File: config.mk
export PLATFORM = sky130hd
export DESIGN_NAME = snake_dir_ctrl
export DESIGN_NICKNAME = d
export VERILOG_FILES = /design/src/rtl/snake_dir_ctrl.sv
export SDC_FILE = /design/constraint.sdc
export NUM_CORES = 1
export LEC_CHECK = 0
export CAP_MARGIN = 25
export CORE_ASPECT_RATIO = 0.75
export CORE_MARGIN = 2
export CORE_UTILIZATION = 39
export CTS_CLUSTER_DIAMETER = 30
export DETAILED_ROUTE_END_ITERATION = 6
export SYNTH_ARGS = -nofsm -noshare
export SYNTH_HDL_FRONTEND = slang
export SYNTH_SLANG_ARGS = --single-unit
File: constraint.sdc
create_clock -name clk -period 2.81 [get_ports clk]
set_input_delay 0.562 -clock clk [delete_from_list [all_inputs] [get_ports clk]]
set_output_delay 0.562 -clock clk [all_outputs]
set_load 0.03 [all_outputs]
File: src/rtl/snake_dir_ctrl.sv
// snake_dir_ctrl: per-player direction controller for a snake game.
// Raw buttons are synchronized and debounced. Each press loads a pending
// request, and the request commits on the next unpaused game tick.
// Reversal requests are rejected at commit time.
//
// Per-player FSM (the state is the registered direction value itself):
//   state   | meaning
//   STOPPED | direction == 000, any pending request is accepted
//   MOVING  | direction != 000, reversals rejected, repeats consumed silently
module snake_dir_ctrl #(
  parameter int N_PLAYERS       = 2,
  parameter int DEBOUNCE_CYCLES = 4
) (
  input  logic                   clk,
  input  logic                   rst,
  input  logic [N_PLAYERS-1:0]   l,
  input  logic [N_PLAYERS-1:0]   r,
  input  logic [N_PLAYERS-1:0]   u,
  input  logic [N_PLAYERS-1:0]   d,
  input  logic                   tick,
  input  logic                   pause,
  input  logic                   clr,
  output logic [3*N_PLAYERS-1:0] direction,
  output logic [N_PLAYERS-1:0]   dir_chg,
  output logic [N_PLAYERS-1:0]   reject
);

  localparam logic [2:0] DIR_STOP  = 3'b000;
  localparam logic [2:0] DIR_LEFT  = 3'b001;
  localparam logic [2:0] DIR_RIGHT = 3'b010;
  localparam logic [2:0] DIR_UP    = 3'b011;
  localparam logic [2:0] DIR_DOWN  = 3'b100;

  // The counter only has to reach DEBOUNCE_CYCLES-1 before it clears.
  localparam int CW = (DEBOUNCE_CYCLES > 1) ? $clog2(DEBOUNCE_CYCLES) : 1;
  localparam logic [CW-1:0] CNT_LAST = CW'(DEBOUNCE_CYCLES - 1);

  // Button index 0..3 = l, r, u, d. This order is also the press priority.
  logic [3:0][N_PLAYERS-1:0] raw;
  logic [3:0][N_PLAYERS-1:0] sync1, sync2, deb, deb_d, press;
  logic [CW-1:0]             cnt [4][N_PLAYERS];

  logic [N_PLAYERS-1:0] sel_valid;
  logic [2:0]           sel_dir [N_PLAYERS];
  logic [N_PLAYERS-1:0] pvalid;
  logic [2:0]           pdir    [N_PLAYERS];
  logic [N_PLAYERS-1:0] commit;

  logic [2:0]           dir_q   [N_PLAYERS];
  logic [2:0]           dir_n   [N_PLAYERS];
  logic [N_PLAYERS-1:0] chg_q, chg_n, rej_q, rej_n;

  assign raw = {d, u, r, l};

  function automatic logic is_opposite(input logic [2:0] a, input logic [2:0] b);
    return ((a == DIR_LEFT) && (b == DIR_RIGHT)) || ((a == DIR_RIGHT) && (b == DIR_LEFT)) ||
           ((a == DIR_UP)   && (b == DIR_DOWN))  || ((a == DIR_DOWN)  && (b == DIR_UP));
  endfunction

  // Synchronize, debounce and edge-detect every button.
  always_ff @(posedge clk or posedge rst) begin
    if (rst) begin
      sync1 <= '0;
      sync2 <= '0;
      deb   <= '0;
      deb_d <= '0;
      press <= '0;
      for (int b = 0; b < 4; b++)
        for (int i = 0; i < N_PLAYERS; i++)
          cnt[b][i] <= '0;
    end else begin
      sync1 <= raw;
      sync2 <= sync1;
      deb_d <= deb;
      press <= deb & ~deb_d;
      for (int b = 0; b < 4; b++) begin
        for (int i = 0; i < N_PLAYERS; i++) begin
          if (sync2[b][i] == deb[b][i]) begin
            cnt[b][i] <= '0;
          end else if (cnt[b][i] == CNT_LAST) begin
            deb[b][i] <= sync2[b][i];
            cnt[b][i] <= '0;
          end else begin
            cnt[b][i] <= cnt[b][i] + CW'(1);
          end
        end
      end
    end
  end

  // Resolve simultaneous presses of one player by priority l > r > u > d.
  always_comb begin
    for (int i = 0; i < N_PLAYERS; i++) begin
      sel_valid[i] = 1'b1;
      sel_dir[i]   = DIR_STOP;
      if (press[0][i])      sel_dir[i] = DIR_LEFT;
      else if (press[1][i]) sel_dir[i] = DIR_RIGHT;
      else if (press[2][i]) sel_dir[i] = DIR_UP;
      else if (press[3][i]) sel_dir[i] = DIR_DOWN;
      else                  sel_valid[i] = 1'b0;
      commit[i] = tick & ~pause & pvalid[i];
    end
  end

  // Pending request: a new press wins over the commit that consumes the old one.
  always_ff @(posedge clk or posedge rst) begin
    if (rst) begin
      pvalid <= '0;
      for (int i = 0; i < N_PLAYERS; i++) pdir[i] <= DIR_STOP;
    end else begin
      for (int i = 0; i < N_PLAYERS; i++) begin
        if (clr) begin
          pvalid[i] <= 1'b0;
        end else if (sel_valid[i]) begin
          pvalid[i] <= 1'b1;
          pdir[i]   <= sel_dir[i];
        end else if (commit[i]) begin
          pvalid[i] <= 1'b0;
        end
      end
    end
  end

  // FSM state register: direction plus the registered pulses.
  always_ff @(posedge clk or posedge rst) begin
    if (rst) begin
      chg_q <= '0;
      rej_q <= '0;
      for (int i = 0; i < N_PLAYERS; i++) dir_q[i] <= DIR_STOP;
    end else begin
      chg_q <= chg_n;
      rej_q <= rej_n;
      for (int i = 0; i < N_PLAYERS; i++) dir_q[i] <= dir_n[i];
    end
  end

  // FSM next state: clear first, then the commit decision.
  always_comb begin
    for (int i = 0; i < N_PLAYERS; i++) begin
      dir_n[i] = dir_q[i];
      chg_n[i] = 1'b0;
      rej_n[i] = 1'b0;
      if (clr) begin
        dir_n[i] = DIR_STOP;
      end else if (commit[i]) begin
        if (dir_q[i] == DIR_STOP) begin
          dir_n[i] = pdir[i];
          chg_n[i] = 1'b1;
        end else if (is_opposite(dir_q[i], pdir[i])) begin
          rej_n[i] = 1'b1;
        end else if (pdir[i] != dir_q[i]) begin
          dir_n[i] = pdir[i];
          chg_n[i] = 1'b1;
        end
      end
    end
  end

  // FSM outputs: drive the ports straight from the registers.
  always_comb begin
    direction = '0;
    for (int i = 0; i < N_PLAYERS; i++) direction[3*i +: 3] = dir_q[i];
    dir_chg = chg_q;
    reject  = rej_q;
  end

endmodule

==> run summary, run 1 <==
The run finished with clean final reports. Setup repair after global routing left no endpoint under its margin. Counting both buffers and inverters, the worst setup path holds a total of 1. The achievable clock frequency came out at 0.451 GHz. The capture point of the critical path is direction[0]. The critical path goes through clkdlybuf4s50_1. In the final routed layout, each cell accounts on average for roughly 12 um. The largest stage delay on the critical path is about 0.75 ns. The number of detailed-route iterations in the first pass is 4. The number of buffers added by the clock tree synthesis step is 9. When the netlist entered floorplanning its net count stood at 256.

The worst hold path belongs to the class reg2reg. Counting flops with a built-in enable in the synthesized netlist gives 0. The number of library cell types mapped by synthesis is 38. The critical path in this run is classified as reg2out. Data arrives at the worst endpoint at 1.65 ns. The synthesized design spends more area on one cell type than any other, namely dfrtp_1.

In the synthesized netlist the dominant register cell turns out to be dfrtp_1. In this run the remaining antenna-violating nets after routing total 0. The number of cell rows is 27.

The share of final-layout standard cells stronger than drive strength 1 came out at between 10% and 20%. The max-slew headroom at the worst pin is about 67%. The cell count after synthesis is 235.

The number of warnings issued by yosys is 0. The overall routed net length is ~4300 um. The number of antenna violations at the first check in global routing came out at 0.

The number of synthesized register bits came out at 74. The actual slew at the worst max-slew pin is about 0.49 ns. Cells fill between 40% and 50% of the core in the end. The tool flagged a number of max-cap violations equal to 0. The kind of end point of the critical path is an output port. Port buffering added 22 buffers. The pin count of the biggest net entering global routing is 75. The most frequent cell after synthesis is dfrtp_1.

0 antenna diodes ended up in the layout. The minimum period implied by the final worst setup slack is ~2.2 ns. In this run the biggest area consumer among cell types represents 62.3% of the synthesized area. The placer's final routability congestion estimate came out at between 0.7 and 0.8. After synthesis, the cell types taking the most area are dfrtp_1, nor2b_1, ha_1. The area of the core came out at ~7400 um^2. The start point of the critical path is direction[0]. The y dimension of the die came out at ~80 um. The capturing point of the worst reg2reg path is direction[4]. The global-route wire length before repair is around 7500 um. In the synthesized netlist, the cells that appear most often are dfrtp_1, nor2b_1, nand2_1. The die covers 8340 um^2. Overall power consumption after layout is estimated at about 3.4 mW. The via count of the first global-routing pass is 1645.

The reg2reg setup slack is 1.03 ns. The detailed router placed ~1800 vias in this run. The number of buffers added to fix hold violations after cts is 0. The number of DRC markers in iteration 0 is slightly below 100. The aggregate negative setup slack came out at 0 ns. Clock-pin slew was measured on the worst setup and hold paths at 0.07 ns.

No sink is reached through more buffers than the 2 on the longest clock path. The maximum VDD drop is ~0.40 mV. The cell count of the worst reg-to-reg path is 5.

The clock tree skew after final layout is 0.00565 ns. The width of the die came out at around 100 um. Dividing total power by cell area gives a power density of 953 nW/um^2.

The clock latency at the later pin of the worst-skew pair came out at 0.33 ns. From synthesis to final layout, the design area changed by 18.9%. The count of final setup violators is 0. The worst path required time is 2.25 ns. The startpoint identified for the worst register-to-register timing path is direction[3]. The number of logic stages on the critical path including buffering is 1. Dividing the final minimum period by the clock period gives between 70% and 80%. The sequential cell area fraction in the yosys report came out at approximately 62%. The initial core utilization is about two fifths. The global routing usage summed across all routing layers came out at about 11%. The fraction of registers with async set/reset came out at 100%. The number of sinks driven by the clock tree came out at 74.

The final count of hold timing violations is 0. The number of nets in the layout came out at between 200 and 300. In this run the clock root is driven by a clkbuf_8. The placed cell area came out at 3300 um^2. The total of cells resized after clock tree synthesis is 0. The static leakage is roughly 1.5 nW.

The finished cells cover between 3000 and 4000 um^2. On the critical path the largest part of the delay comes from buffers and inverters. The mean instance size in the synthesized netlist is 12.6 um^2.

The number of remaining DRC errors is 0. The kind of launch point of the worst setup path is a register. In the routed layout, each cell is associated on average with a via count of 4.81. The number of levels in the clock H-tree is 3. The number of buffers added for setup after CTS came out at 0. The total congestion overflow after global routing is 0. The netlist area before placement came out at between 2000 and 3000 um^2.

The number of pins with negative max-slew slack in the final report is 0. The detailed placer's ending HPWL came out at 2890 um. The number of top-level pins is 23. The slowest cell on the critical path is clkdlybuf4s50_1. The highest net fanout along the worst path came out at 12. TritonCTS built the clock tree.
cell families after synthesis:
family / Yosys count / synth area share (%)
AOI/OAI and AO/OA: 29 / 6.78
xor gates and xnor gates: 11 / 3.24
adders and majority gates: 8 / 3.37
buffers and inverters: 16 / 2.53
DFF: 74 / 62.3
muxes: 17 / 6.06
and+or+nand+nor: 80 / 15.7
per-stage QoR:
step | worst slack (ns) | instances | hold slack (ns)
2_1_floorplan | 0.366 | 235 | 0.331
3_3_place_gp | 0.715 | 352 | 0.331
3_5_place_dp | 0.656 | 352 | 0.335
4_1_cts | 0.571 | 367 | 0.352
5_1_grt | 0.527 | 367 | 0.357
6_report | 0.594 | 367 | 0.350
flip-flops by register name (all words and copies together), names as in the netlist:
name and count:
cnt 16, deb 8, deb_d 8, dir_chg 2, direction 6, pdir 6, press 8, pvalid 2
reject 2, sync1 8, sync2 8
placed cells by master (no fill, tap or decap), types with 2 or more instances in the layout:
cell              n
dfrtp_1          74
clkdlybuf4s50_1  22
nor2b_1          17
nand2_1          16
nor2_1           15
nor3_1           15
a21oi_1          10
mux2i_1           9
xnor2_1           9
clkbuf_8          9
mux2_2            8
ha_1              8
inv_1             7
o21ai_0           5
nand2b_1          3
a31oi_1           3
nor4_1            3
bufinv_16         3
xor2_1            2
nand4bb_1         2
a21oi_2           2
nor4bb_1          2
cell type report:
class,count,area (um^2)
clock buffers,10,128
inverters,8,30.0
clock inverters,5,104
flip-flops and latches,74,1850
well taps,101,126
multi-input cells,145,1040
fillers,691,3830
repair buffers,24,248
report_power, final:
| group | leakage, nW | switching, mW | internal (mW) |
|---|---|---|---|
| Combinational | 0.485 | 0.325 | 0.401 |
| Sequential | 0.921 | 0.291 | 1.40 |
| Clock | 0.116 | 0.361 | 0.585 |
| Total | 1.52 | 0.977 | 2.39 |
routing by layer:
layer,up-vias,global-route usage [%],routed length (um)
met5,-,0,0
met4,0,5.20,42
met3,7,4.73,214
met2,30,17.5,1880
met1,860,14.2,2150
li1,868,-,-
worst min-delay path by stage:
stage             start        to  slack (ns)  cells past startpoint
2_1_floorplan  sync1[0]  sync2[0]        0.33                      0
3_3_place_gp   sync1[0]  sync2[0]        0.33                      0
3_5_place_dp   sync1[3]  sync2[3]        0.33                      0
4_1_cts        sync1[3]  sync2[3]        0.35                      0
5_1_grt        sync1[2]  sync2[2]        0.36                      0
6_report       sync1[6]  sync2[6]        0.35                      0
(Power assumes the default switching activity.)
==> inputs of run 2 (changes only) <==
- clock period: 2.81 -> 1.8 ns (I/O delays scaled with it)
==> run 2 against run 1 <==
  * Global-route usage rose by 1.1 points
  * Largest cell class unchanged
  * Total power rose by 52%
  * Sequential power rose by 56%
  * Via count rose by 2.0%
  * Final area rose by 0.99%
  * Setup slack got worse by 0.49 ns
  * Count of clock-buffer cells in the layout rose by 2
  * Combinational power rose by 67%
==> run summary, run 2 (same netlist as run 1, synthesis figures left out) <==
The cell-internal power came to 3.53 mW (+48%). STA classifies the critical path endpoint as a register. The maximum count of clock buffers along a single path is 2 (unchanged). The critical path goes through and4b_4, o31ai_2, a21oi_2, nor4_4, mux2i_1. For this run, the top clock speed supported by timing is 0.590 GHz. The clock tree from TritonCTS is yes. The detailed placer's ending HPWL came out at 3110 um (+7.7%).

The placer's final routability congestion estimate came out at 0.788 (+4.9%). The final count of hold timing violations came out at 0 (unchanged). The number of levels in the clock H-tree is 3 (unchanged).

The final cell count without fillers is 376 (+2.5%). The die footprint is 8340 um^2 (unchanged). The clock tree skew after final layout is 0.0106 ns (+0.00497 ns). The minimum period implied by the final worst setup slack came out at ~1.7 ns.

The post-route standard cell area excluding fillers came out at 3570 um^2 (+0.99%). The total congestion overflow after global routing came out at 0 (unchanged). The y dimension of the die is 79.6 um (unchanged). The total vias in the final route was 1800 (+2.0%). The average via count per standard cell was 4.79 (-0.46%). The overall routed net length came to 4600 um (+7.3%). Relative to the synthesized area, the layout overhead comes to 20.0%. The share of final-layout standard cells stronger than drive strength 1 is 16.4% (+3.6 points). The static leakage is 1.58 nW (+3.7%). The number of antenna violations at the first check in global routing is 0 (unchanged). The number of nets in the layout was 291 (+2.8%). The number of buffers added by the clock tree synthesis step was 9 (unchanged). The count of final setup violators is 0 (unchanged). The number of sinks driven by the clock tree is 74 (unchanged).

The highest net fanout along the worst path came to 9 (-3). The routed length per instance is 12.2 um (+4.7%). The total power draw came out at 5.10 mW (+52%).

The number of antenna-violating nets in the routed design was 0 (unchanged). The area of the core came out at 7360 um^2 (unchanged). The part of the total power dissipated in sequential elements came out at 51.7% (+1.4 points). The logic gate share of total power is 23.8% (+2.2 points). The worst path arrival time came to 1.95 ns (+0.30 ns).

The share of total power in the clock network came out at 24.5% (-3.6 points). Grouping stages by cell kind, the critical path spends the most delay in simple AND/OR/NAND/NOR gates. The total inserted antenna cells is 0 (unchanged). The actual slew at the worst max-slew pin is 0.429 ns (-0.0616 ns).

The number of placed instances, taps included came out at 360 (+2.3%). The sum of buffers and inverters on the critical path came out at 0 (-1). The library cells used most frequently in the layout, excluding fill and tap cells, are dfrtp_1, nor2b_1, nand2_1, clkdlybuf4s50_1. The number of remaining DRC errors is 0 (unchanged).

The largest stage delay on the critical path came out at 0.50 ns (-0.25 ns). The number of buffers added to fix hold violations after cts came to 0 (unchanged). The number of top-level pins is 23 (unchanged). The maximum VDD drop came out at 0.584 mV (+45%).

The flip-flop count of the largest register, all copies and words added came out at 16 (unchanged). The global routing usage summed across all routing layers is 12.5% (+1.1 points). The clock latency at the later pin of the worst-skew pair came out at 0.34 ns (about the same). The pin count of the biggest net entering global routing came out at 75 (unchanged).

The net load switching power came out at 1.58 mW (+61%). The via count of the first global-routing pass came out at 1790 (+8.8%). The max-slew headroom at the worst pin is 71.0% (+4.0 points). The final critical path takes up roughly 94% of the cycle. The worst path required time is 2.06 ns (-0.19 ns). The register with the most flip-flops is cnt.

The run finished with clean final reports. The leading cell type in the layout, fill and taps excluded is dfrtp_1. The post-CTS clock slew at the launch and capture registers of the worst setup and hold paths came out at 0.07 ns (about the same).

The number of DRC markers in iteration 0 came out at 44 (-55%). Clock tree synthesis selected as its root buffer the cell clkbuf_8. The class of the tightest hold or removal check is reg2reg. The critical setup path kind is reg2reg.

The number of cell rows came out at 27 (unchanged). The initial core utilization is 40.3% (unchanged). The max-cap violation count came out at 0 (unchanged). The power density normalized to cell area came out at 1430 nW/um^2 (+50%). The total of cells resized after clock tree synthesis came out at 5 (+5). The width of the die is 105 um (unchanged). The number of pins with negative max-slew slack in the final report is 0 (unchanged). STA classifies the critical path startpoint as a register.

The global-route wire length before repair came out at 8230 um (+10%). The number of buffers added for setup after CTS is 0 (unchanged). The number of detailed-route iterations in the first pass is 4 (unchanged). The count of input and output buffers is 22 (unchanged). The switching share of power is 30.9% (+1.8 points).

The placed cell area is 3360 um^2 (+1.9%). Among all stages on the critical path, the largest delay is contributed by dfrtp_1. Setup repair after global routing left no endpoint under its margin.
==> run 2: changes by cell type in the layout (fill, tap and decap cells not counted), moves of 2 or more <==
cell,change
buf_4,+8
dfrtp_1,-2
clkdlybuf4s50_1,-6
dfrtp_2,+2
clkinvlp_4,+2
dlygate4sd2_1,+5
bufinv_16,-2
==> run 2: final cells by class <==
type / instances / area, um^2
Inverter: 8 / 33.8
Clock inverter: 4 / 51.3
Timing Repair Buffer: 32 / 304
Multi-Input combinational cell: 145 / 1050
Clock buffer: 12 / 145
Sequential cell: 74 / 1850
Tap cell: 101 / 126
Fill cell: 692 / 3800
==> run 2: through the flow <==
step                      TNS [ns]  utilization (%)  hold WS (ns)  setup slack, ns
final                            0             48.4         0.345            0.104
after global routing             0             48.4         0.360           0.0118
after CTS                        0             48.3         0.346         0.000502
after detailed placement    -0.280             45.7         0.335          -0.0757
after global placement      -0.200             45.7         0.333          -0.0550
after floorplan                  0                -         0.331           0.0692
==> run 2: worst paths after layout <==
path,startpoint,to,slack (ns),depth (start not counted)
worst min register to register,sync1[6],sync2[6],0.35,0
max in group asynchronous,rst,direction[1],1.02,3
worst max register to register,pdir[2],direction[3],0.10,5
worst max-delay path,pdir[2],direction[3],0.10,5
min in group asynchronous,rst,sync2[5],0.47,3
worst min-delay path,sync1[6],sync2[6],0.35,0
==> run 2: power by group through the flow <==
stage | registers (mW) | logic (mW) | clock network, mW
after global routing | 2.72 | 1.39 | 1.37
after detailed placement | 2.67 | 1.23 | 0
final | 2.64 | 1.21 | 1.25
after global placement | 2.64 | 1.19 | 0
after CTS | 2.64 | 1.23 | 1.30
after floorplan | 2.55 | 0.982 | 0
==> run 2: routing by layer <==
| layer | GRT usage (%) | share of wire (%) |
|---|---|---|
| met3 | 4.82 | 5.3 |
| met1 | 16.1 | 50 |
| met4 | 5.20 | 0.37 |
| met2 | 19.0 | 44 |
| met5 | 0 | 0 |
